--- src/rtl/lang_card_ctrl_multi.sv ---
// lang_card_ctrl_multi: Apple II language-card soft-switch controller with a
// main LC switch set ($C080-$C08F) and a Saturn-style banked card in slot
// SAT_SLOT. Switch accesses are qualified by acc_stb, not by address changes.
// Optional status readback on $C011/$C012 is built when LC_STATUS_EN is defined;
// otherwise status_oe/status_d7 are tied low.
module lang_card_ctrl_multi #(
  parameter int BANK_W   = 3,
  parameter int SAT_SLOT = 5,
  localparam int RA_W    = BANK_W + 15
) (
  input  logic              mclk28,
  input  logic              reset_in,
  input  logic [15:0]       addr,
  input  logic              we,
  input  logic              acc_stb,
  output logic [RA_W-1:0]   ram_addr,
  output logic              card_ram_rd,
  output logic              card_ram_we,
  output logic              bank1,
  output logic [BANK_W-1:0] sat_bank,
  output logic              lc_hit,
  output logic              status_oe,
  output logic              status_d7
);

  localparam logic [11:0] MAIN_WIN = 12'hC08;
  localparam logic [11:0] SAT_WIN  = 12'hC08 + 12'(SAT_SLOT);

  // Main language-card switch state
  logic write_en_q, write_en_d;
  logic read_en_q, read_en_d;
  logic pre_wr_q, pre_wr_d;
  logic bank1_q, bank1_d;
  // Saturn card switch state
  logic sat_write_en_q, sat_write_en_d;
  logic sat_read_en_q, sat_read_en_d;
  logic sat_pre_wr_q, sat_pre_wr_d;
  logic bankb_q, bankb_d;
  logic [BANK_W-1:0] sat_bank_q, sat_bank_d;

  logic main_win_s, sat_win_s, def_s, dxxx_s, sat_active_s;
  logic [2:0] bank_sel_s;
  logic [15:0] main_addr_s;

  assign main_win_s   = (addr[15:4] == MAIN_WIN);
  assign sat_win_s    = (addr[15:4] == SAT_WIN);
  assign def_s        = (addr[15:14] == 2'b11) && (addr[13:12] != 2'b00);
  assign dxxx_s       = (addr[15:12] == 4'hD);
  assign sat_active_s = (sat_read_en_q | sat_write_en_q) & def_s;
  assign bank_sel_s   = {addr[3], addr[1:0]};

  // Next-state for both switch sets; odd reads arm pre_wr, a second odd read enables writes
  always_comb begin
    write_en_d     = write_en_q;
    read_en_d      = read_en_q;
    pre_wr_d       = pre_wr_q;
    bank1_d        = bank1_q;
    sat_write_en_d = sat_write_en_q;
    sat_read_en_d  = sat_read_en_q;
    sat_pre_wr_d   = sat_pre_wr_q;
    bankb_d        = bankb_q;
    sat_bank_d     = sat_bank_q;
    if (acc_stb) begin
      if (main_win_s) begin
        bank1_d   = addr[3];
        read_en_d = ~(addr[0] ^ addr[1]);
        if (!addr[0]) begin
          write_en_d = 1'b0;
          pre_wr_d   = 1'b0;
        end else if (!we) begin
          write_en_d = write_en_q | pre_wr_q;
          pre_wr_d   = 1'b1;
        end else begin
          pre_wr_d = 1'b0;
        end
      end else if (sat_win_s && !addr[2]) begin
        bankb_d       = addr[3];
        sat_read_en_d = ~(addr[0] ^ addr[1]);
        if (!addr[0]) begin
          sat_write_en_d = 1'b0;
          sat_pre_wr_d   = 1'b0;
        end else if (!we) begin
          sat_write_en_d = sat_write_en_q | sat_pre_wr_q;
          sat_pre_wr_d   = 1'b1;
        end else begin
          sat_pre_wr_d = 1'b0;
        end
      end else if (sat_win_s) begin
        sat_bank_d = bank_sel_s[BANK_W-1:0];
      end else begin
        sat_bank_d = sat_bank_q;
      end
    end else begin
      sat_bank_d = sat_bank_q;
    end
  end

  // Switch state registers; reset leaves the main card write-enabled and read-disabled
  always_ff @(posedge mclk28 or posedge reset_in) begin
    if (reset_in) begin
      write_en_q     <= 1'b1;
      read_en_q      <= 1'b0;
      pre_wr_q       <= 1'b0;
      bank1_q        <= 1'b0;
      sat_write_en_q <= 1'b0;
      sat_read_en_q  <= 1'b0;
      sat_pre_wr_q   <= 1'b0;
      bankb_q        <= 1'b0;
      sat_bank_q     <= '0;
    end else begin
      write_en_q     <= write_en_d;
      read_en_q      <= read_en_d;
      pre_wr_q       <= pre_wr_d;
      bank1_q        <= bank1_d;
      sat_write_en_q <= sat_write_en_d;
      sat_read_en_q  <= sat_read_en_d;
      sat_pre_wr_q   <= sat_pre_wr_d;
      bankb_q        <= bankb_d;
      sat_bank_q     <= sat_bank_d;
    end
  end

  assign main_addr_s = {addr[15:13], addr[12] & ~(bank1_q & dxxx_s), addr[11:0]};

  // Map $D000-$FFFF into Saturn RAM when that card is enabled, else onto the main card
  always_comb begin
    if (sat_active_s) begin
      ram_addr = {1'b1, sat_bank_q, addr[13], addr[12] & ~(bankb_q & dxxx_s), addr[11:0]};
    end else begin
      ram_addr = RA_W'(main_addr_s);
    end
  end

  assign card_ram_rd = read_en_q | sat_read_en_q;
  assign card_ram_we = write_en_q | sat_write_en_q;
  assign bank1       = bank1_q;
  assign sat_bank    = sat_bank_q;
  assign lc_hit      = def_s && (we ? card_ram_we : card_ram_rd);

`ifdef LC_STATUS_EN
  // Status readback: $C011 reports bank2 selected, $C012 reports RAM read enabled
  always_comb begin
    status_oe = acc_stb & ~we & ((addr == 16'hC011) | (addr == 16'hC012));
    if (addr == 16'hC011) begin
      status_d7 = ~bank1_q;
    end else begin
      status_d7 = card_ram_rd;
    end
  end
`else
  assign status_oe = 1'b0;
  assign status_d7 = 1'b0;
`endif

endmodule

--- config.mk ---
export PLATFORM = sky130hd
export DESIGN_NAME = lang_card_ctrl_multi
export DESIGN_NICKNAME = d
export VERILOG_FILES = /design/src/rtl/lang_card_ctrl_multi.sv
export SDC_FILE = /design/constraint.sdc
export NUM_CORES = 1
export LEC_CHECK = 0
export BUFFER_PORTS_ARGS = -buffer_cell sky130_fd_sc_hd__buf_2
export CAP_MARGIN = 20
export CORE_MARGIN = 2
export CORE_UTILIZATION = 37
export CTS_BUF_LIST = sky130_fd_sc_hd__clkbuf_16
export DETAILED_ROUTE_END_ITERATION = 8
export PLACE_DENSITY = 0.8
export REMOVE_ABC_BUFFERS = 1
export SLEW_MARGIN = 5
export SYNTH_ARGS = -nofsm -noshare
export SYNTH_HDL_FRONTEND = slang
export SYNTH_SLANG_ARGS = --single-unit
--- constraint.sdc ---
create_clock -name mclk28 -period 1.13 [get_ports mclk28]
set_clock_uncertainty 0.2 [all_clocks]
set_input_delay 0 -clock mclk28 [delete_from_list [all_inputs] [get_ports mclk28]]
set_output_delay 0 -clock mclk28 [all_outputs]
set_load 0.005 [all_outputs]
**Yosys cells after proc, flatten, opt, wreduce, memory -nomap -nowiden**

Index checks and enable logic that the tools add are counted.

- Register bits after elaboration: 11
- Input port bits: 20
- Word-level logic and storage cells: 48

- Equal/unequal tests: 5
- Muxes and demuxes: 8
- Bitwise gates (word level): 16
- Reductions and logical operators: 10

Operators by type and width:

| kind | count |
|---|---|
| $eq A12 B12 Y1 const B | 2 |
| $mux W18 | 1 |
| $reduce_and A4 Y1 | 2 |
| $mux W1 | 7 |
| $reduce_and A3 Y1 | 2 |
| $and A1 B1 Y1 | 5 |
| $not A1 Y1 | 5 |
| $or A1 B1 Y1 | 5 |
| $eq A4 B4 Y1 const B | 1 |
| $logic_and A1 B1 Y1 | 3 |
| $eq A2 B2 Y1 const B | 1 |
| $ne A2 B2 Y1 const B | 1 |
| $reduce_and A2 Y1 | 1 |
| $reduce_bool A2 Y1 | 1 |
| $logic_not A1 Y1 | 1 |
| $xor A1 B1 Y1 | 1 |

**Depth between registers and ports, before layout**

- Depth in word-level cells: 5
- Mapped depth: 4

**Worst setup path after synthesis**

No wires, ideal clock.

- Path type: input-to-reg
- Start point: in addr[5]
- End point: reg bank1_q (netlist: bank1)
- Setup time: 0.125 ns
- Arrival: 1.019 ns
- Data required time: 0.805 ns
- Slack: -0.214 ns
- Stages on the path: 4
- Path buffers: 0
- Path through: and3b_1 nand4_2 or3_4 mux2_4

- Cells in the longest elaborated chain, start to end: 2

RTL lines:

| item | RTL line | RTL |
|---|---|---|
| start, declared | 13 | `input logic [15:0] addr,` |
| $eq A12 B12 Y1 | 45 | `assign main_win_s = (addr[15:4] == MAIN_WIN);` |
| $reduce_and A2 Y1 (no source line) | -- |  |
| end signal, assigned | 114 | `bank1_q <= bank1_d;` |
| end, declared | 33 | `logic bank1_q, bank1_d;` |

No other way between the ends.
A chain may end at the register's enable or synchronous reset.

**Final worst setup path**

- Start point: reg sat_read_en_q
- End point: out ram_addr[12]

- Cells in the longest elaborated chain, start to end: 3

RTL lines:

| item | RTL line | RTL |
|---|---|---|
| start, declared | 36 | `logic sat_read_en_q, sat_read_en_d;` |
| start signal, assigned | 116 | `sat_read_en_q <= sat_read_en_d;` |
| $or A1 B1 Y1 | 49 | `assign sat_active_s = (sat_read_en_q \| sat_write_en_q) & def_s;` |
| $and A1 B1 Y1 | 49 |  |
| $mux W18 | 127 | `if (sat_active_s) begin` |
| end, declared | 16 | `output logic [RA_W-1:0] ram_addr,` |

No other way between the ends.

==> results_dict.tcl <==
set metrics [dict create \
    status "complete, but fails checks" \
    violations "hold timing, setup timing" \
    yosysTopAreaCellShare 0.329 \
    drv_slew 0 \
    drv_cap 0 \
    antenna_left 0 \
    dpl_cell_area_sq_um 995 \
    netlist_area_sq_um 759 \
    max_freq_ghz 0.606 \
    die_w_um 49.3 \
    netlist_top_cells_area "dfrtp_1, buf_4, mux2_4" \
    synth_top_area_cell "dfrtp_1" \
    gr-total-overflow 0 \
    worstPathRequired_ps 930 \
    grt_use_met3 0.0767 \
    cpPeakStageDelay_ps 340 \
    setup_tns_ps -4410 \
    r2r_cells 2 \
    htree_levels 1 \
    r2r_start "sat_read_en_q" \
    holdWs_ps -81.5 \
    use_met1 0.178 \
    final_common_cell "buf_2" \
    grt.busiest_layer "met2" \
    gp_congestion 0.751 \
    antenna_found_initial 0 \
    area_delta_synth_final_pct 65.7 \
    io_buffers 44 \
    cp_max_fo 2 \
    period_share 1.46 \
    cts_made_buffers 3 \
    via_count 739 \
    n_antenna_cell 0 \
    cts.hold.buffers_added 7 \
    clock_latency_ps 240 \
    io_pins 47 \
    clk_path_buf_depth 2 \
    most-common-layout-cells "buf_2, buf_4, mux2_4, dfrtp_1, dlygate4sd3_1" \
    rsz0062_at_grt "true" \
    cp.arrival_ps 1450 \
    yosys_warnings 0 \
    fin_area_sq_um 1260 \
    hold_viol_final 2 \
    clk_pin_slew_worst_paths_ps 40 \
    grt_max_degree 12 \
    p_per_area_nw_per_um2 968 \
    synth_cell_types 24 \
    pre_cts_slack_ps -396 \
    leakage_uw 0.000711 \
    drt_first_iter_violations 8 \
    track_usage 0.221 \
    path_cells "nor2_1, or2_4, mux2_4, a21boi_2, buf_2" \
    grt_pass1_vias 791 \
    dieArea_sq_um 2430 \
    start_util 0.391 \
    fin_crit_ps 1650 \
    routed_via_density 4.83 \
    slowest_stage "dfrtp_1" \
    holdCritStartpoint "addr[4]" \
    die_height_um 49.3 \
    drc 0 \
    muxShareOfSynthArea 0.191 \
    dr.pass1.iters 4 \
    ir_drop_mv 0.921 \
    numClockSinks 11 \
    start_kind "flip-flop" \
    end_kind "primary output" \
    synth_fa_ha_area_frac 0 \
    synth.yosys.seq_area_share 0.364 \
    rrSetupSlack_ps 40 \
    synth_cells 70 \
    routed_wl_um 2490 \
    hpwl_um 1510 \
    wl_per_cell_um 16.3 \
    drive_above_1_share 0.714 \
    min_path_type "input pin to flip-flop" \
    synth_top_family_by_area "multiplexers" \
    cts_tree "done" \
    setup_viol 18 \
    synth_compound_area_frac 0.0643 \
    synth_xor_xnor_area_share 0.0115 \
    fin_nets 147 \
    critPathKind "flip-flop to primary output" \
    grt_pass1_wl_um 3820 \
    syn_area_per_cell_sq_um 10.8 \
    root_buffer "clkbuf_16" \
    fin_ws_ps -520 \
    met2_usage 0.446 \
    rr_endpoint "sat_read_en_q" \
    ys_seq_elements 11 \
    p_total_uw 1220 \
    rows 16 \
    whs_endpoint "write_en_q" \
    core_area_sq_um 1940 \
    hold_path_depth 3 \
    synthSimpleGateAreaFrac 0.186 \
]
[synth_stat cells]
cell,count
o22a_2,1
xnor2_1,1
nor3_2,2
a21boi_0,1
nand2b_1,2
and3b_1,2
nor2_1,4
or3_4,2
mux2i_1,1
or2_2,3
o211ai_1,1
buf_4,16
dfrtp_1,10
mux2_4,6
nand4_2,1
nor4_1,2
conb_1,1
o21a_1,2
a2bb2oi_1,1
and2_1,1
nand2_1,1
dfstp_2,1
mux2_2,4
inv_1,4
[sequential cells by signal, summed over array words and instances, names as in the netlist]
name,flops
bank1,1
bankb_q,1
pre_wr_q,1
read_en_q,1
sat_bank,3
sat_pre_wr_q,1
sat_read_en_q,1
sat_write_en_q,1
write_en_q,1
[report_power, final]
group	switching [uW]	internal, uW
registers	0.638	397
logic	88.3	96.2
clock network	172	464
total	261	957
[routing by layer]
layer,vias to the layer above,wire length (um)
li1,336,-
met1,346,752
met2,45,1410
met3,12,179
met4,0,148
met5,-,0
[worst max path at each step]
stage,from,endpoint,slack [ps],cells after the start
2_1_floorplan,addr[5],bank1,-210,4
3_3_place_gp,addr[13],read_en_q,-370,5
3_5_place_dp,addr[13],pre_wr_q,-400,5
4_1_cts,sat_write_en_q,ram_addr[12],-490,5
5_1_grt,sat_read_en_q,ram_addr[12],-540,5
6_report,sat_read_en_q,ram_addr[12],-520,5
[critical path, delay by kind of cell, from the launching register on]
| kind | cells | cell delay [ps] |
|---|---|---|
| AOI/OAI and AO/OA | 1 | 150 |
| buffers and inverters | 1 | 130 |
| DFF | 1 | 340 |
| muxes | 1 | 300 |
| and+or+nand+nor | 2 | 290 |
[timing repair]
item	in CTS	in global routing
setup buffers	2	1
gates resized for setup	18	6
hold endpoints to repair	21	2
endpoints found under the setup margin	19	19
pin swaps	7	8
[final cells by class]
| cell class | instances | area, sq um |
|---|---|---|
| Tap cell | 27 | 33.8 |
| Fill cell | 136 | 683 |
| Clock buffer | 3 | 75.1 |
| Inverter | 4 | 15.0 |
| Multi-Input combinational cell | 40 | 419 |
| Clock inverter | 1 | 3.75 |
| Sequential cell | 11 | 277 |
| Timing Repair Buffer | 67 | 435 |
[per-stage QoR]
stage / std cells / util
floorplan: 55 / -
detailed placement: 139 / 0.512
CTS: 152 / 0.631
global route: 153 / 0.648
global placement: 139 / 0.512
finish: 153 / 0.648
[cells by family (layout without fill, tap and decap cells)]
family	count (synthesis)	in the layout
other	1	2
muxes	11	11
AOI/OAI and AO/OA	6	6
and+or+nand+nor	20	20
DFF	11	11
xor gates and xnor gates	1	1
buffers and inverters	20	75
No activity file was read; power rests on OpenSTA's default activity.
